`src/rtl/cpu_pkg.sv`:
```
`default_nettype none
// ============================================================================
// Module   : cpu_pkg
// Purpose  : Shared CPU widths, register-0 constant and the write-back
//            request type used by the register-file write-back path.
// Revision : 1.0 - initial release
// ============================================================================
package cpu_pkg;

    localparam int REG_AW = 5;
    localparam int DATA_W = 32;

    localparam logic [REG_AW-1:0] ZERO_REG = 5'd0;

    // One pending register-file write: destination and value
    typedef struct packed {
        logic [REG_AW-1:0] addr;
        logic [DATA_W-1:0] data;
    } wb_req_t;

    // Register 0 is hard-wired; a write to it must never reach the file
    function automatic logic is_real_dest(input logic [REG_AW-1:0] a);
        return a != ZERO_REG;
    endfunction

endpackage
`default_nettype wire

```
`src/rtl/wb_fifo.sv`:
```
`default_nettype none
// ============================================================================
// Module   : wb_fifo
// Purpose  : Synchronous in-order queue of load results awaiting the
//            register-file write port. Each slot's valid bit and address are
//            exposed so the hazard logic can match pending destinations.
// Revision : 1.0 - initial release
// ============================================================================
module wb_fifo
    import cpu_pkg::*;
#(
    parameter int DEPTH = 2
) (
    input  logic                          clk,
    input  logic                          rst,
    input  logic                          push,
    input  wb_req_t                       push_req,
    input  logic                          pop,
    output wb_req_t                       head,
    output logic                          full,
    output logic                          empty,
    output logic [DEPTH-1:0]              ent_valid,
    output logic [DEPTH-1:0][REG_AW-1:0]  ent_addr
);

    localparam int PW = $clog2(DEPTH);
    localparam logic [PW:0] C_DEPTH = (PW+1)'(DEPTH);

    wb_req_t          r_mem [DEPTH];
    logic [DEPTH-1:0] r_valid;
    logic [PW-1:0]    r_wr_ptr;
    logic [PW-1:0]    r_rd_ptr;
    logic [PW:0]      r_count;

    logic w_push;
    logic w_pop;

    // Guard against overflow/underflow even if the caller misbehaves
    assign w_push = push & ~full;
    assign w_pop  = pop & ~empty;

    assign full  = (r_count == C_DEPTH);
    assign empty = (r_count == '0);
    assign head  = r_mem[r_rd_ptr];

    // Pointer, occupancy and per-slot valid tracking
    always_ff @(posedge clk) begin
        if (rst) begin
            r_wr_ptr <= '0;
            r_rd_ptr <= '0;
            r_count  <= '0;
            r_valid  <= '0;
        end else begin
            if (w_pop) begin
                r_rd_ptr          <= r_rd_ptr + PW'(1);
                r_valid[r_rd_ptr] <= 1'b0;
            end
            if (w_push) begin
                r_wr_ptr          <= r_wr_ptr + PW'(1);
                r_valid[r_wr_ptr] <= 1'b1;
            end
            r_count <= r_count + {{PW{1'b0}}, w_push} - {{PW{1'b0}}, w_pop};
        end
    end

    // Payload storage; contents are meaningless unless the slot is valid
    always_ff @(posedge clk) begin
        if (w_push) begin
            r_mem[r_wr_ptr] <= push_req;
        end
    end

    assign ent_valid = r_valid;

    generate
        for (genvar i = 0; i < DEPTH; i++) begin : g_ent
            assign ent_addr[i] = r_mem[i].addr;
        end
    endgenerate

endmodule
`default_nettype wire

```
`src/rtl/rf_wb_arbiter.sv`:
```
`default_nettype none
// ============================================================================
// Module   : rf_wb_arbiter
// Purpose  : Merges single-cycle ALU results and queued load results onto the
//            single register-file write port, one write per cycle. ALU has
//            priority, bounded by a starvation counter that forces the queued
//            load after STARVE_MAX consecutive ALU wins. Writes to register 0
//            are consumed silently. Reports pending destinations to the
//            hazard unit.
// Revision : 1.0 - initial release
// ============================================================================
module rf_wb_arbiter
    import cpu_pkg::*;
#(
    parameter int DEPTH      = 2,
    parameter int STARVE_MAX = 3
) (
    input  logic              clk,
    input  logic              rst,
    input  logic              alu_valid,
    output logic              alu_ready,
    input  logic [REG_AW-1:0] alu_wr,
    input  logic [DATA_W-1:0] alu_wd,
    input  logic              mem_valid,
    output logic              mem_ready,
    input  logic [REG_AW-1:0] mem_wr,
    input  logic [DATA_W-1:0] mem_wd,
    output logic [REG_AW-1:0] wr,
    output logic [DATA_W-1:0] wd,
    output logic              regwr,
    input  logic [REG_AW-1:0] rr1,
    input  logic [REG_AW-1:0] rr2,
    output logic              busy1,
    output logic              busy2
);

    localparam int             SW           = $clog2(STARVE_MAX + 1);
    localparam logic [SW-1:0]  C_STARVE_MAX = SW'(STARVE_MAX);

    wb_req_t                      w_head;
    logic                         w_full;
    logic                         w_empty;
    logic [DEPTH-1:0]             w_ent_valid;
    logic [DEPTH-1:0][REG_AW-1:0] w_ent_addr;

    logic w_starved;
    logic w_alu_fire;
    logic w_mem_push;
    logic w_pop;
    logic w_hit1;
    logic w_hit2;

    logic [SW-1:0]     r_starve_cnt;
    logic [REG_AW-1:0] r_wr;
    logic [DATA_W-1:0] r_wd;
    logic              r_regwr;

    wb_fifo #(
        .DEPTH (DEPTH)
    ) u_fifo (
        .clk       (clk),
        .rst       (rst),
        .push      (w_mem_push),
        .push_req  ('{addr: mem_wr, data: mem_wd}),
        .pop       (w_pop),
        .head      (w_head),
        .full      (w_full),
        .empty     (w_empty),
        .ent_valid (w_ent_valid),
        .ent_addr  (w_ent_addr)
    );

    // The ALU is held off for one cycle once the queued head has waited out
    // STARVE_MAX consecutive ALU grants
    assign w_starved  = ~w_empty & (r_starve_cnt == C_STARVE_MAX);
    assign alu_ready  = ~rst & ~w_starved;
    assign mem_ready  = ~rst & ~w_full;
    assign w_alu_fire = alu_valid & alu_ready;
    assign w_mem_push = mem_valid & mem_ready;
    assign w_pop      = ~rst & ~w_alu_fire & ~w_empty;

    // Count consecutive ALU wins over a waiting load; any pop or empty queue restarts it
    always_ff @(posedge clk) begin
        if (rst || w_empty || w_pop) begin
            r_starve_cnt <= '0;
        end else if (w_alu_fire && (r_starve_cnt != C_STARVE_MAX)) begin
            r_starve_cnt <= r_starve_cnt + SW'(1);
        end
    end

    // Registered write port: load the granted request, or drop the enable when idle
    always_ff @(posedge clk) begin
        if (rst) begin
            r_wr    <= ZERO_REG;
            r_wd    <= '0;
            r_regwr <= 1'b0;
        end else if (w_alu_fire) begin
            r_wr    <= alu_wr;
            r_wd    <= alu_wd;
            r_regwr <= is_real_dest(alu_wr);
        end else if (w_pop) begin
            r_wr    <= w_head.addr;
            r_wd    <= w_head.data;
            r_regwr <= is_real_dest(w_head.addr);
        end else begin
            r_regwr <= 1'b0;
        end
    end

    assign wr    = r_wr;
    assign wd    = r_wd;
    assign regwr = r_regwr;

    // Match each query against queued loads and the write currently on the port
    always_comb begin
        w_hit1 = r_regwr & (r_wr == rr1);
        w_hit2 = r_regwr & (r_wr == rr2);
        for (int i = 0; i < DEPTH; i++) begin
            if (w_ent_valid[i] && (w_ent_addr[i] == rr1)) begin
                w_hit1 = 1'b1;
            end
            if (w_ent_valid[i] && (w_ent_addr[i] == rr2)) begin
                w_hit2 = 1'b1;
            end
        end
    end

    assign busy1 = ~rst & is_real_dest(rr1) & w_hit1;
    assign busy2 = ~rst & is_real_dest(rr2) & w_hit2;

endmodule
`default_nettype wire
```
`config.mk`:
```
export PLATFORM = sky130hd
export DESIGN_NAME = rf_wb_arbiter
export DESIGN_NICKNAME = d
export VERILOG_FILES = /design/src/rtl/cpu_pkg.sv /design/src/rtl/wb_fifo.sv /design/src/rtl/rf_wb_arbiter.sv
export SDC_FILE = /design/constraint.sdc
export NUM_CORES = 1
export LEC_CHECK = 0
export CORE_MARGIN = 3
export CORE_UTILIZATION = 30
export DETAILED_ROUTE_END_ITERATION = 8
export GPL_ROUTABILITY_DRIVEN = 1
export PLACE_DENSITY = 0.61
export SETUP_SLACK_MARGIN = 0.2
export SYNTH_ARGS = -nofsm -noshare
export SYNTH_HDL_FRONTEND = slang
export SYNTH_SLANG_ARGS = --single-unit
```
`constraint.sdc`:
```
create_clock -name clk -period 3.5 [get_ports clk]
set_input_delay 0.525 -clock clk [delete_from_list [all_inputs] [get_ports clk]]
set_output_delay 0.525 -clock clk [all_outputs]
set_load 0.1 [all_outputs]
```
==> impl_results.html <==
<table>
<tr><th>Metric</th><th>Value</th></tr>
<tr><th colspan="2">Place</th></tr>
<tr><td>Dpl cells</td><td>748</td></tr>
<tr><td>Port buffer count</td><td>129</td></tr>
<tr><td>Estimated wirelength of the detail-placed design</td><td>9120 um</td></tr>
<tr><td>Weighted congestion at the end of routability-driven global placement</td><td>0.766</td></tr>
<tr><td>Pre-CTS worst setup slack</td><td>0.809 ns</td></tr>
<tr><th colspan="2">Cells and area</th></tr>
<tr><td>ANT cells</td><td>0</td></tr>
<tr><td>Number of inserted filler cells in the final layout</td><td>1496</td></tr>
<tr><td>Area of the multi-input gates</td><td>1760 um^2</td></tr>
<tr><td>Nets@finish</td><td>641</td></tr>
<tr><td>Sequential cell area in the final layout</td><td>3160 um^2</td></tr>
<tr><td>Non-filler cells, final</td><td>780</td></tr>
<tr><td>Area added between synthesis and finish</td><td>41.4%</td></tr>
<tr><td>Layout cell share with drive strength beyond 1</td><td>9.04%</td></tr>
<tr><th colspan="2">Global route</th></tr>
<tr><td>Number of global-route vias before repair</td><td>3861</td></tr>
<tr><td>Global routing usage summed across all routing layers</td><td>14.5%</td></tr>
<tr><td>First-pass GRT wire length</td><td>20300 um</td></tr>
<tr><td>Initial antenna violation count</td><td>0</td></tr>
<tr><td>Largest net degree at the start of global routing</td><td>46</td></tr>
<tr><td>Overflow after GRT</td><td>0</td></tr>
<tr><th colspan="2">Power</th></tr>
<tr><td>Pleak</td><td>0.00236 uW</td></tr>
<tr><td>Maximum vdd drop</td><td>324 uV</td></tr>
<tr><td>Areal power density over the cells</td><td>601 nW/um^2</td></tr>
<tr><th colspan="2">Timing</th></tr>
<tr><td>Total count of hold-check failures in the final report</td><td>0</td></tr>
<tr><td>Slew HR</td><td>32.6%</td></tr>
<tr><td>Skew final</td><td>0.0149 ns</td></tr>
<tr><td>Max-slew violations</td><td>0</td></tr>
<tr><td>Slew at the pin with the worst max-slew slack</td><td>1.01 ns</td></tr>
<tr><td>RSZ-0062 raised after global routing</td><td>false</td></tr>
<tr><td>Crit path setup slack, layout</td><td>0.782 ns</td></tr>
<tr><td># setup viols final</td><td>0</td></tr>
<tr><td>Setup_tns</td><td>0 ns</td></tr>
<tr><td>Shortest period the worst path allows</td><td>2.72 ns</td></tr>
<tr><td>Highest attainable clock frequency</td><td>368 MHz</td></tr>
<tr><td>Ratio of final minimum period to clock period</td><td>77.7%</td></tr>
<tr><th colspan="2">Route</th></tr>
<tr><td>Detailed-route DRC error count</td><td>0</td></tr>
<tr><td>Total wirelength of the detailed-routed design</td><td>12900 um</td></tr>
<tr><td>Number of vias after detailed routing</td><td>3636</td></tr>
<tr><td>DR WL/cell</td><td>16.6 um</td></tr>
<tr><td>Total iterations of the first detailed-routing run</td><td>4</td></tr>
<tr><td>Avg Vias per Cell</td><td>4.66</td></tr>
<tr><td>Violation count after the first detailed-route iteration</td><td>172</td></tr>
<tr><td>Post-detailed-route count of antenna-violating nets</td><td>0</td></tr>
<tr><th colspan="2">Logic synthesis</th></tr>
<tr><td>Mapped Nets</td><td>512</td></tr>
<tr><td>Register area share after synthesis</td><td>62.8%</td></tr>
<tr><td>Number of register bits inferred by synthesis</td><td>121</td></tr>
<tr><td>Synth unique cells</td><td>31</td></tr>
<tr><td>Count of yosys warnings during synthesis</td><td>0</td></tr>
<tr><td>Synthesized area divided by synthesized cell count</td><td>11.9 um^2</td></tr>
<tr><td>Cells after Synth</td><td>422</td></tr>
<tr><td>Netlist area before placement</td><td>5040 um^2</td></tr>
<tr><th colspan="2">Clock tree</th></tr>
<tr><td>Clk buf depth</td><td>2</td></tr>
<tr><td>Quantity of hold-fixing buffers added after cts</td><td>0</td></tr>
<tr><td>Number of CTS-inserted buffers</td><td>17</td></tr>
<tr><td>Clock latency on the worst-skew pair</td><td>0.42 ns</td></tr>
<tr><td>CTS H-tree lvls</td><td>4</td></tr>
<tr><td>Buffer type at the clock tree root</td><td>clkbuf_16</td></tr>
<tr><td>Post-cts repair resize count</td><td>0</td></tr>
<tr><td>CTS tree</td><td>built</td></tr>
<tr><td>Number of setup buffers added after CTS</td><td>0</td></tr>
<tr><td>Sink count of the clock tree</td><td>121</td></tr>
<tr><td>Clock slew at reported path FFs</td><td>0.05 ns</td></tr>
<tr><th colspan="2">Floorplan</th></tr>
<tr><td>Y dimension of the die</td><td>136 um</td></tr>
<tr><td>Rows</td><td>46</td></tr>
<tr><td>Core region area</td><td>16200 um^2</td></tr>
<tr><td>Die Wd</td><td>136 um</td></tr>
<tr><td>Ports placed on the boundary</td><td>130</td></tr>
<tr><td>Area of the die</td><td>18400 um^2</td></tr>
<tr><td>Initial standard-cell utilization of the core</td><td>31.1%</td></tr>
<tr><th colspan="2">Worst hold path</th></tr>
<tr><td>Worst Hold Class</td><td>reg2reg</td></tr>
<tr><td>Instance count along the most critical hold path</td><td>1</td></tr>
<tr><th colspan="2">Worst setup path</th></tr>
<tr><td>Cells on worst reg2reg path</td><td>4</td></tr>
<tr><td>First element of the critical path</td><td>rr2[1]</td></tr>
<tr><td>CP Class</td><td>in2out</td></tr>
<tr><td>Capturing instance or port of the critical path</td><td>busy2</td></tr>
<tr><td>Critical Path Source Type</td><td>input port</td></tr>
<tr><td>R2R Setup Slk</td><td>1.38 ns</td></tr>
<tr><td>Maximum fanout encountered on the critical timing path</td><td>4</td></tr>
<tr><td>CP Data Arrival Time</td><td>2.19 ns</td></tr>
<tr><td>CP endpoint kind</td><td>output port</td></tr>
<tr><td>FF-to-FF End</td><td>u_fifo.r_mem[0][0]$_DFFE_PP_</td></tr>
<tr><td>Startpoint of the worst register-to-register path</td><td>u_fifo.r_count[0]$_SDFF_PP0_</td></tr>
<tr><td>CP Data Required Time</td><td>2.97 ns</td></tr>
<tr><th colspan="2">Job</th></tr>
<tr><td>Number of max-capacitance violations reported</td><td>0</td></tr>
<tr><th colspan="2">Outcome</th></tr>
<tr><td>Run status</td><td>completed</td></tr>
</table>
[worst min-delay path by stage]
stage / startpoint / to / slack [ns]
after CTS: r_starve_cnt[0]$_SDFFE_PP0P_ / r_starve_cnt[0]$_SDFFE_PP0P_ / 0.42
after floorplan: r_starve_cnt[0]$_SDFFE_PP0P_ / r_starve_cnt[0]$_SDFFE_PP0P_ / 0.40
after global routing: r_starve_cnt[0]$_SDFFE_PP0P_ / r_starve_cnt[0]$_SDFFE_PP0P_ / 0.45
final: r_starve_cnt[0]$_SDFFE_PP0P_ / r_starve_cnt[0]$_SDFFE_PP0P_ / 0.41
after global placement: r_starve_cnt[0]$_SDFFE_PP0P_ / r_starve_cnt[0]$_SDFFE_PP0P_ / 0.40
after detailed placement: r_starve_cnt[0]$_SDFFE_PP0P_ / r_starve_cnt[0]$_SDFFE_PP0P_ / 0.41
[state kept, by name (all words and copies together), names as in the netlist, named ones only]
signal            count
u_fifo.r_count        2
wd                   32
r_starve_cnt          2
u_fifo.ent_valid      2
regwr                 1
wr                    5
u_fifo.r_rd_ptr       1
u_fifo.r_mem         74
u_fifo.r_wr_ptr       1
[per-layer routing]
| metal | GRT usage, % | share of wire (%) |
|---|---|---|
| met1 | 17.5 | 45 |
| met2 | 23.8 | 47 |
| met3 | 5.76 | 6.3 |
| met4 | 4.98 | 1.1 |
| met5 | 0 | 0 |
[cell usage in the layout (no fill, tap or decap), types with 4 or more instances in the layout]
master	synthesis	layout
nand3_1	8	7
xnor2_1	8	8
clkinv_2	0	4
xor2_1	25	25
o211ai_1	37	37
nor4_1	6	6
clkbuf_1	6	4
buf_4	3	11
clkbuf_16	0	17
a21oi_1	40	40
o21ai_0	4	4
nand2_1	77	77
mux2i_1	37	37
nor2_1	5	5
edfxtp_1	74	74
dfxtp_1	47	46
clkdlybuf4s50_1	0	124
[power by group]
part | switching [uW] | internal, uW | total, uW
Clock | 594 | 1080 | 1670
Sequential | 79.3 | 1620 | 1690
Combinational | 607 | 307 | 915
[cells in the mapped netlist]
cell	instances	area [um^2]
and3_1	2	12.5
nand2_1	77	289
a31oi_1	2	12.5
dfxtp_1	47	941
nor2b_1	3	18.8
xnor2_1	8	70.1
buf_4	3	22.5
and2_1	2	12.5
a21oi_1	40	200
o21ba_2	1	10.0
or3_4	1	11.3
o21ai_1	3	15.0
nand3b_1	1	7.51
o211ai_1	37	278
mux2i_1	37	370
or4_1	3	22.5
buf_1	1	3.75
nor4_1	6	37.5
xor2_1	25	219
buf_2	17	85.1
a211oi_2	1	12.5
clkbuf_1	6	22.5
nand3_1	8	40.0
edfxtp_1	74	2220
inv_1	3	11.3
nor2_1	5	18.8
a31o_1	1	8.76
ha_1	2	25.0
a22oi_1	1	7.51
o21ai_0	4	20.0
o21ai_2	1	8.76
[area by class of cell]
type	count	share of cell area [%]
sequential	121	44.4
multi-input combinational	271	24.7
timing repair buffer	137	18.9
clock buffer	23	6.57
tap	216	3.79
clock inverter	9	1.39
inverter	3	0.158
[logic make-up (layout without fill, tap and decap cells)]
logic type,count (synthesis),after routing,synth area share [%]
adders and majority gates,2,2,0.497
DFF,121,121,62.8
buffers and inverters,30,172,2.88
muxes,37,37,7.35
xor gates and xnor gates,33,33,5.74
AOI/OAI and AO/OA,91,91,11.4
and+or+nand+nor,108,108,9.34
[metrics by stage]
step	total power [uW]	utilization, %	hold slack, ns	cell area, um^2
3_3_place_gp	2630	40.5	0.404	6560
6_report	4280	44.0	0.414	7120
2_1_floorplan	2350	-	0.396	5050
4_1_cts	4330	44.0	0.418	7120
5_1_grt	4450	44.0	0.449	7120
3_5_place_dp	2650	40.5	0.411	6560
[worst max-delay path: stages]
cell	delay (ns)
clkdlybuf4s50_1	0.51
xor2_1	0.19
nor4_1	0.31
nand3_1	0.13
a31oi_2	0.21
buf_4	0.32
No activity file was read; power rests on OpenSTA's default activity.
